===== src/rtl/gzip_ctrl_regs.sv =====
// Byte-addressed control/status register bank for the Deflate core: control bytes, status
// snapshot, sticky W1C events with masked irq, and a self-timed soft-reset pulse.
module gzip_ctrl_regs #(
  parameter int unsigned ADDR_WIDTH       = 5,
  parameter int unsigned NUM_CTRL         = 4,
  parameter int unsigned STATUS_BYTES     = 12,
  parameter logic [7:0]  DEVICE_ID        = 8'hB9,
  parameter int unsigned RST_PULSE_CYCLES = 16,
  parameter int unsigned CNT_WIDTH        = 5
) (
  input  logic                      clk,
  input  logic                      rst,
  input  logic [ADDR_WIDTH-1:0]     mem_addr,
  input  logic                      mem_addr_update,
  input  logic                      w_wren,
  input  logic [7:0]                w_data,
  output logic                      w_full,
  input  logic                      r_rden,
  output logic [7:0]                r_data,
  output logic                      r_empty,
  output logic [NUM_CTRL*8-1:0]     ctrl_out,
  input  logic [STATUS_BYTES*8-1:0] status_in,
  input  logic [7:0]                event_in,
  output logic                      irq,
  output logic                      core_rst
);

  localparam logic [ADDR_WIDTH-1:0] EvAddr   = ADDR_WIDTH'(NUM_CTRL + 1);
  localparam logic [ADDR_WIDTH-1:0] MskAddr  = ADDR_WIDTH'(NUM_CTRL + 2);
  localparam logic [ADDR_WIDTH-1:0] StAddr   = ADDR_WIDTH'(NUM_CTRL + 3);
  localparam logic [ADDR_WIDTH-1:0] RstAddr  = ADDR_WIDTH'(1);
  localparam logic [CNT_WIDTH-1:0]  PulseLen = CNT_WIDTH'(RST_PULSE_CYCLES);

  logic [NUM_CTRL*8-1:0]     ctrl_q, ctrl_d;
  logic [STATUS_BYTES*8-1:0] snap_q;
  logic [7:0]                sticky_q, sticky_d;
  logic [7:0]                mask_q, mask_d;
  logic [CNT_WIDTH-1:0]      cnt_q, cnt_d;
  logic [7:0]                r_data_q;
  logic                      irq_q, irq_d;
  logic [7:0]                rd_byte;
  logic                      capture, trigger;

  // Read mux; unmapped addresses fall through to zero.
  always_comb begin
    rd_byte = '0;
    if (mem_addr == '0) rd_byte = DEVICE_ID;
    for (int k = 0; k < NUM_CTRL; k++) begin
      if (mem_addr == ADDR_WIDTH'(k + 1)) rd_byte = ctrl_q[8*k +: 8];
    end
    if (mem_addr == EvAddr)  rd_byte = sticky_q;
    if (mem_addr == MskAddr) rd_byte = mask_q;
    for (int k = 0; k < STATUS_BYTES; k++) begin
      if (mem_addr == StAddr + ADDR_WIDTH'(k)) rd_byte = snap_q[8*k +: 8];
    end
  end

  always_comb begin
    ctrl_d = ctrl_q;
    for (int k = 0; k < NUM_CTRL; k++) begin
      if (w_wren && mem_addr == ADDR_WIDTH'(k + 1)) ctrl_d[8*k +: 8] = w_data;
    end
    // Soft-reset trigger bit is self-clearing and never held.
    ctrl_d[7] = 1'b0;

    mask_d = mask_q;
    if (w_wren && mem_addr == MskAddr) mask_d = w_data;

    // Clear first, then OR in new events so a same-cycle set wins.
    sticky_d = sticky_q;
    if (w_wren && mem_addr == EvAddr) sticky_d = sticky_q & ~w_data;
    sticky_d = sticky_d | event_in;

    irq_d = |(sticky_d & mask_d);

    trigger = w_wren && (mem_addr == RstAddr) && w_data[7];
    cnt_d   = cnt_q;
    if (trigger) begin
      cnt_d = PulseLen;
    end else if (cnt_q != '0) begin
      cnt_d = cnt_q - CNT_WIDTH'(1);
    end

    capture = mem_addr_update && (mem_addr == StAddr);
  end

  always_ff @(posedge clk or posedge rst) begin
    if (rst) begin
      ctrl_q   <= '0;
      snap_q   <= '0;
      sticky_q <= '0;
      mask_q   <= '0;
      cnt_q    <= '0;
      r_data_q <= '0;
      irq_q    <= 1'b0;
    end else begin
      ctrl_q   <= ctrl_d;
      sticky_q <= sticky_d;
      mask_q   <= mask_d;
      cnt_q    <= cnt_d;
      irq_q    <= irq_d;
      if (capture) snap_q <= status_in;
      if (r_rden) r_data_q <= rd_byte;
    end
  end

  assign w_full   = 1'b0;
  assign r_empty  = 1'b0;
  assign r_data   = r_data_q;
  assign ctrl_out = ctrl_q;
  assign irq      = irq_q;
  assign core_rst = (cnt_q != '0);

endmodule


===== config.mk =====
export PLATFORM = sky130hd
export DESIGN_NAME = gzip_ctrl_regs
export DESIGN_NICKNAME = d
export VERILOG_FILES = /design/src/rtl/gzip_ctrl_regs.sv
export SDC_FILE = /design/constraint.sdc
export NUM_CORES = 1
export LEC_CHECK = 0
export BUFFER_PORTS_ARGS = -buffer_cell sky130_fd_sc_hd__buf_2
export CORE_ASPECT_RATIO = 1.75
export CORE_MARGIN = 1.5
export CORE_UTILIZATION = 25
export DETAILED_ROUTE_END_ITERATION = 8
export GPL_TIMING_DRIVEN = 0
export SLEW_MARGIN = 20
export SYNTH_ARGS = -nofsm -noshare
export SYNTH_HDL_FRONTEND = slang
export SYNTH_SLANG_ARGS = --single-unit

===== constraint.sdc =====
create_clock -name clk -period 6.52 [get_ports clk]
set_clock_uncertainty 0.15 [all_clocks]
set_input_delay 0.326 -clock clk [delete_from_list [all_inputs] [get_ports clk]]
set_output_delay 0.326 -clock clk [all_outputs]
set_load 0.1 [all_outputs]

# After elaboration in Yosys (flattened, before gate mapping)
# Index checks and enable logic that the tools add are counted.
# Widths: inputs -> output; s select.
[classes] add_sub_neg=1 eq_ne=18 mux=23 bitwise_logic=4 reduce_logical=12
[ops] cell="$mux 8" count=21
[ops] cell="$eq 5x4->1 const B" count=8
[ops] cell="$eq 5x3->1 const B" count=4
[ops] cell="$and 8x8->8" count=2
[ops] cell="$eq 5x5->1 const B" count=3
[ops] cell="$eq 5x2->1 const B" count=2
[ops] cell="$mux 5" count=2
[ops] cell="$logic_and 1x1->1" count=8
[ops] cell="$not 8->8" count=1
[ops] cell="$or 8x8->8" count=1
[ops] cell="$reduce_or 8->1" count=1
[ops] cell="$eq 5x1->1 const B" count=1
[ops] cell="$logic_not 5->1" count=1
[ops] cell="$reduce_bool 5->1" count=1
[ops] cell="$sub 5x1->5 const B" count=1
[ops] cell="$reduce_bool 2->1" count=1
[word_totals] register_bits=157 input_bits=122 output_inout_bits=44 elab_cells=68

# Depth between registers and ports, before layout
# Gate-level depths: netlist (run 1).
[depth] depth_word=20 ltp_mapped=8 depth_no_buf=6

# Worst setup path before layout (run 1)
# No wires, ideal clock.
[synth_timing] path_kind="reg-to-reg" startpoint="register cnt_q[0]" endpoint="register cnt_q[1]" setup_time_ns=0.099 t_arrival_ns=2.043 required_ns=6.271 setup_slack_ns=4.228 stages_incl_launch_ff=6 path_buffers=0 synth_period_minus_slack_ns=2.292 cell_sequence="dfrtp_1 -> inv_1 -> ha_1 -> nor4b_1 -> inv_1 -> a211oi_1"
[synth_via] word_cells_on_any_way=5 classes_between="add/sub (1); mux (2); reduce/logical (2)"
[synth_rtl] item="start, declared" line="38" source="logic [CNT_WIDTH-1:0] cnt_q, cnt_d;"
[synth_rtl] item="start signal, assigned" line="100" source="cnt_q <= cnt_d;"
[synth_rtl] item="$reduce_bool 5->1"
[synth_rtl] item="named net core_rst" line="25" source="output logic core_rst"
[synth_rtl] item="$reduce_bool 2->1 (no line)"
# The timed path passes the listed nets, and every way through them passes these cells. The select of a mux whose other input is x is not followed.
# A chain may end at the register's enable or synchronous reset.

# Worst setup path after layout (run 1)
[layout_timing] startpoint="register cnt_q[0]" endpoint="output port core_rst"
[layout_via] elab_chain_cells=1
[layout_rtl] item="$reduce_bool 5->1" line="112" source="assign core_rst = (cnt_q != '0);"
[layout_rtl] item="end, declared" line="25"
# No other way between the ends.

==> metrics, run 1 <==
switching share of total power=0.377; Met1 Wirelength=10600 um; top sig layer=met4; Hold WC Path Type=input pin to flip-flop; DRC errors left=0; Vias=6698; via/cell ratio=4.96; Placed Area=0.00911 sq mm; Worst Path Arrival=2270 ps; CP startpoint=cnt_q[0]; core footprint=0.0306 sq mm; dpl cells=1215; Critical Path End Type=primary output; first-pass GRT wire length=44500 um; setup bufs post-CTS=0; die width=136 um; diode count=0; wire length per cell=22.3 um; Post-synth top flop=dfrtp_1; CP max stage delay=630 ps; RSZ-0062 raised after global routing=no; Max Freq=364 MHz; crit-path max FO=4; max-cap violations=0; P per Cell Area=301 mW/mm^2; Final Instance Area=0.0107 sq mm; hpwl dp=23200 um; initial antenna violation count=0; Comb power frac=0.289; area of the mapped netlist=0.00777 sq mm; delay-heaviest family, CP=simple AND/OR/NAND/NOR gates; global route overflow=0; WP buf/inv=3; Seq/Total Area, Yosys=0.506; Setup Viol. Count Final=0; Synth Register Bits=157; crit path kind=flip-flop to primary output; Avg Cell Area, Syn=11.8 sq um; Synth cell types=73; count of flip-flops with a built-in enable after synthesis=0; num rows=85; Root Buffer=clkbuf_16; final non-filler cell total=1350; Yosys warning count=0; Hold Slack=21.6 ps; Longest Clk Path Bufs=2; die area=0.0322 sq mm; worst path cell trace=inv_1 -> ha_1 -> nor4b_1 -> inv_1 -> buf_2; Worst Path Required=6040 ps; CP max stage cell=nor4b_1; Clk pwr share=0.305; fillers=3145; final WL=30100 um; fin nets=1070; pin slew with the least headroom to its limit=937 ps; Final min period=2750 ps; Final Power=0.00323 W; most common cell after layout, fill and taps aside=buf_2; Reg2Reg Setup Slack=4510 ps; synthesis-to-layout area growth=38.0%; Hold Vio Cnt, Final=0; IO Count=166; Routed met2 length=16300 um; clock latency at the later pin of the worst-skew pair=450 ps; asr flop ratio synth=1.00; largest net degree at the start of global routing=87; NetSw=0.00122 W; Reg power frac=0.407; GRT Overall Usage=0.193; Routed met3 length=1240 um; internal power=0.00202 W; CTS Sinks=157; H-Tree Depth=4; crit path launch type=flip-flop; IO buf count=161; CTS buffer count=17; Starting DRT DRC Count=381; CTS tree=yes; initial core utilization=0.254; worst vdd ir=0.131 mV; leak pwr=4.85 nW; gpl congestion=0.950; share of cells above drive strength 1=0.376; Post-Synthesis Cells=660; TritonRoute pass-1 iters=5; Max Slew Vio Count=0; commonest cells after routing, fill and taps aside=175 x buf_2, 157 x dfrtp_1, 134 x mux2_2; Antenna Nets Post-Route=0; critical path's most frequent cell=inv_1; number of global-route vias before repair=7101; Die Y-Extent=236 um; Worst Min Path Start=status_in[35]; Clk pin slew, worst setup/hold paths=60 ps; status=finished, final reports clean; Worst R2R Start=cnt_q[0]; relative slew slack=0.374; final worst path period share=0.422
[flip-flops by register name (all words and copies together) (netlist names)]
signal,count
sticky_q,8
irq,1
mask_q,8
ctrl_out,31
cnt_q,5
snap_q,96
r_data,8
[what timing repair did]
item | CTS | global route
hold endpoints to repair | 169 | 4
hold buffers | 99 | 4
gates resized for setup | 0 | 0
[cells by family after synthesis]
group,share of synthesized area
AO/OA/AOI/OAI,0.137
XOR/XNOR,0.00338
adder cells (fa/ha/maj),0.00322
buffers and inverters,0.0317
flip-flops,0.506
multiplexers,0.216
other,0.000483
AND/OR/NAND/NOR,0.102
[power groups by stage]
stage / Clock (W) / Sequential [W] / Combinational (W)
final: 0.000984 / 0.00131 / 0.000933
after global routing: 0.00105 / 0.00133 / 0.000986
after CTS: 0.00100 / 0.00131 / 0.000940
after detailed placement: 0 / 0.00133 / 0.000891
after global placement: 0 / 0.00133 / 0.000872
after floorplan: 0 / 0.00159 / 0.000348
[area by class of cell]
class / count / area [sq um] / share of cell area
multi-input cells: 448 / 3600 / 0.336
flip-flops and latches: 157 / 3930 / 0.366
clock inverters: 15 / 154 / 0.0144
plain buffers: 44 / 198 / 0.0184
well taps: 391 / 489 / 0.0456
inverters: 13 / 56.3 / 0.00525
clock buffers: 17 / 425 / 0.0397
repair buffers: 265 / 1860 / 0.174
[routing by layer]
metal / up-vias / GRT usage
li1: 3034 / -
met1: 3354 / 0.198
met2: 238 / 0.352
met3: 72 / 0.0385
met4: 0 / 0.120
met5: - / 0
[synthesized netlist by cell type, types with 11 or more instances]
master,instances,area (sq um)
o211ai_1,11,82.6
inv_1,12,45.0
mux2_2,134,1510
dfrtp_1,157,3930
buf_2,14,70.1
a21o_1,15,113
nand3_1,24,120
clkbuf_1,16,60.1
nand2_1,18,67.6
a21oi_1,26,130
o21ai_0,27,135
nor2_1,31,116
[final timing paths]
| kind | to | depth (start not counted) |
|---|---|---|
| setup reg to reg | cnt_q[3] | 6 |
| max in group asynchronous | snap_q[20] | 4 |
| setup / recovery | core_rst | 5 |
| min in group asynchronous | snap_q[49] | 3 |
| hold reg to reg | snap_q[94] | 1 |
| hold / removal | snap_q[35] | 2 |
[metrics by stage]
step            util  TNS (ps)  worst slack [ps]
4_1_cts        0.349         0              3720
2_1_floorplan      -         0              1810
6_report       0.350         0              3770
3_5_place_dp   0.297         0              3450
5_1_grt        0.350         0              3530
3_3_place_gp   0.296     -4300             -49.1
[worst reg2reg max path, stage by stage, from the launching register on]
cell	delay, ps
dfrtp_1	380
inv_1	110
ha_1	190
nor4b_1	630
nor4_1	180
xnor2_1	190
nor2_1	50
(Power assumes the default switching activity.)
==> run 2, diff against run 1 <==
Settings changed: ABC_AREA set to 1.
Clock period 6.52 ns to 2.8 ns, I/O delays scaled along.
==> metrics, run 2 <==
Seq/Total Area, Yosys=0.539 (was 0.506); Final min period=2430 ps; H-Tree Depth=4 (unchanged); Hold WC Path Type=input pin to asynchronous set/reset pin (was input pin to flip-flop); max FFs per register=96 (unchanged); Synth area leader=dfrtp_1 (unchanged); die width=132 um (was 136 um); setup bufs post-CTS=0 (unchanged); Compound-Gate Fraction of Synth Area=0.0711 (was 0.137); commonest cells after routing, fill and taps aside=209 x nand2_1, 168 x buf_2, 157 x dfrtp_1 (was 175 x buf_2, 157 x dfrtp_1, 134 x mux2_2); asr flop ratio synth=1.00 (unchanged); final worst path period share=0.866; number of global-route vias before repair=6647 (was 7101); count of flip-flops with a built-in enable after synthesis=0 (unchanged); IO buf count=161 (unchanged); Clk pin slew, worst setup/hold paths=60 ps (about the same); post-synth top area share=0.539 (was 0.506); RSZ-0062 raised after global routing=no (unchanged); area of the mapped netlist=0.00729 sq mm (was 0.00777 sq mm); largest family of logic cells by synthesized area=simple AND/OR/NAND/NOR gates (was multiplexers); share of cells above drive strength 1=0.288 (was 0.376); Hold Slack=185 ps (was 21.6 ps); Final Instance Area=0.0105 sq mm (was 0.0107 sq mm); Placed Area=0.00869 sq mm (was 0.00911 sq mm); Avg Cell Area, Syn=9.36 sq um (was 11.8 sq um); Commonest cells post-synth=209 x nand2_1, 157 x dfrtp_1, 74 x mux2_2 (was 157 x dfrtp_1, 134 x mux2_2, 31 x nor2_1); via/cell ratio=4.39 (was 4.96); worst setup margin=374 ps (was 3770 ps); CTS buffer count=17 (unchanged); Setup Viol. Count Final=0 (unchanged); Worst Path Arrival=2140 ps (was 2270 ps); fin nets=1205 (was 1070); P per Cell Area=694 mW/mm^2 (was 301 mW/mm^2); Max Slew Vio Count=0 (unchanged); core footprint=0.0286 sq mm (was 0.0306 sq mm); Longest Clk Path Bufs=2 (unchanged); die area=0.0302 sq mm (was 0.0322 sq mm); worst vdd ir=0.458 mV (was 0.131 mV); TritonRoute pass-1 iters=7 (was 5); Vias=6478 (was 6698); Root Buffer=clkbuf_16 (unchanged); leak pwr=5.13 nW (was 4.85 nW); CTS Sinks=157 (unchanged); clock latency at the later pin of the worst-skew pair=440 ps (was 450 ps); IO Count=166 (unchanged); max-cap violations=0 (unchanged); initial antenna violation count=2 (was 0); CTS tree=yes (unchanged); num rows=82 (was 85); area share of and/or/nand/nor cells after synthesis=0.200 (was 0.102); main area contributors after synthesis=dfrtp_1 54%, mux2_2 11%, nand2_1 11% (was dfrtp_1 51%, mux2_2 19%, o21ai_0 1.7%); status=finished, final reports clean (unchanged); dpl cells=1325 (was 1215); crit path kind=flip-flop to primary output (unchanged); Post-synth top flop=dfrtp_1 (unchanged); hpwl dp=19100 um (was 23200 um); DRC errors left=0 (unchanged); Hold Vio Cnt, Final=0 (unchanged); Starting DRT DRC Count=362 (was 381); synthesis-to-layout area growth=43.4% (was 38.0%); Synth cell types=38 (was 73); setup slack after placement=-57.1 ps (was 3450 ps); wire length per cell=16.9 um (was 22.3 um); Worst Path Required=2510 ps (was 6040 ps); largest net degree at the start of global routing=36 (was 87); Synth Area in Adders=0.00343 (was 0.00322); Critical Path End Type=primary output (unchanged); most common cell after layout, fill and taps aside=nand2_1 (was buf_2); Fin Setup TNS=0 ps (unchanged); Max Freq=412 MHz; global route overflow=0 (unchanged); initial core utilization=0.255 (was 0.254); Synth Register Bits=157 (unchanged); gpl congestion=0.847 (was 0.950); GRT Overall Usage=0.169 (was 0.193); count leader, synth=nand2_1 (was dfrtp_1); relative slew slack=0.418 (was 0.374); first-pass GRT wire length=37700 um (was 44500 um); Yosys warning count=0 (unchanged); Die Y-Extent=229 um (was 236 um); multiplexer area fraction after synthesis=0.122 (was 0.216); pin slew with the least headroom to its limit=870 ps (was 937 ps); Post-CTS Resized=0 (unchanged); final WL=24900 um (was 30100 um); crit path launch type=flip-flop (unchanged); Top reg by flops=snap_q (unchanged); crit-path max FO=4 (unchanged); XOR/XNOR Fraction of Synth Area=0.00240 (was 0.00338); Antenna Nets Post-Route=0 (unchanged); Post-Synthesis Cells=779 (was 660); final non-filler cell total=1474 (was 1350)
## run 2: through the flow
step / utilization / power, W
floorplan: - / 0.00429
global placement: 0.300 / 0.00472
detailed placement: 0.303 / 0.00478
CTS: 0.365 / 0.00733
global route: 0.365 / 0.00758
finish: 0.365 / 0.00726
## run 2: power breakdown
| group | switching [W] | total, W | leakage [nW] | internal, W |
|---|---|---|---|---|
| Clock | 0.00103 | 0.00241 | 0.297 | 0.00138 |
| Combinational | 0.00131 | 0.00190 | 2.90 | 0.000589 |
| Sequential | 0.000249 | 0.00295 | 1.93 | 0.00270 |
| Total | 0.00259 | 0.00726 | 5.13 | 0.00467 |
## run 2: final cells by class
type	count	area, sq um
multi-input combinational	522	2930
clock buffer	19	453
tap	378	473
antenna	2	5.00
fill	2889	18200
inverter	80	305
timing repair buffer	281	2060
sequential	157	3930
buffer	22	144
clock inverter	13	150
## run 2: final timing paths
path / startpoint / end / slack, ps / cells after the start
setup / recovery: cnt_q[0] / core_rst / 370 / 6
hold / removal: rst / irq / 180 / 3
setup reg to reg: ctrl_out[5] / r_data[5] / 490 / 12
hold reg to reg: r_data[1] / r_data[1] / 330 / 2
max in group asynchronous: rst / snap_q[0] / 1130 / 7
min in group clk: mem_addr[4] / mask_q[7] / 200 / 6
## run 2: what timing repair did
| item | 4_1_cts | 5_1_grt |
|---|---|---|
| hold buffers | 115 | 0 |
| endpoints found under the hold margin | 191 | 0 |
| setup endpoints to repair | 0 | 0 |
## run 2: cells by family after synthesis
logic type               count (synthesis)
AO/OA/AOI/OAI                           96
XOR/XNOR                                 2
adder cells (fa/ha/maj)                  2
buffers and inverters                  102
flip-flops                             157
multiplexers                            79
other                                    1
AND/OR/NAND/NOR                        340
## run 2: metal layers
| layer | up-vias | GRT usage | wire length [um] |
|---|---|---|---|
| met3 | 47 | 0.0339 | 903 |
| met5 | - | 0 | 0 |
| li1 | 3157 | - | - |
| met2 | 188 | 0.319 | 13900 |
| met1 | 3086 | 0.171 | 9050 |
| met4 | 0 | 0.0955 | 1060 |
## run 2: worst max-delay path, stage by stage (launching register included)
cell     delay (ps)
dfrtp_1         380
inv_1           120
ha_1            160
inv_1            40
nor4_1          500
inv_1           170
buf_2           330
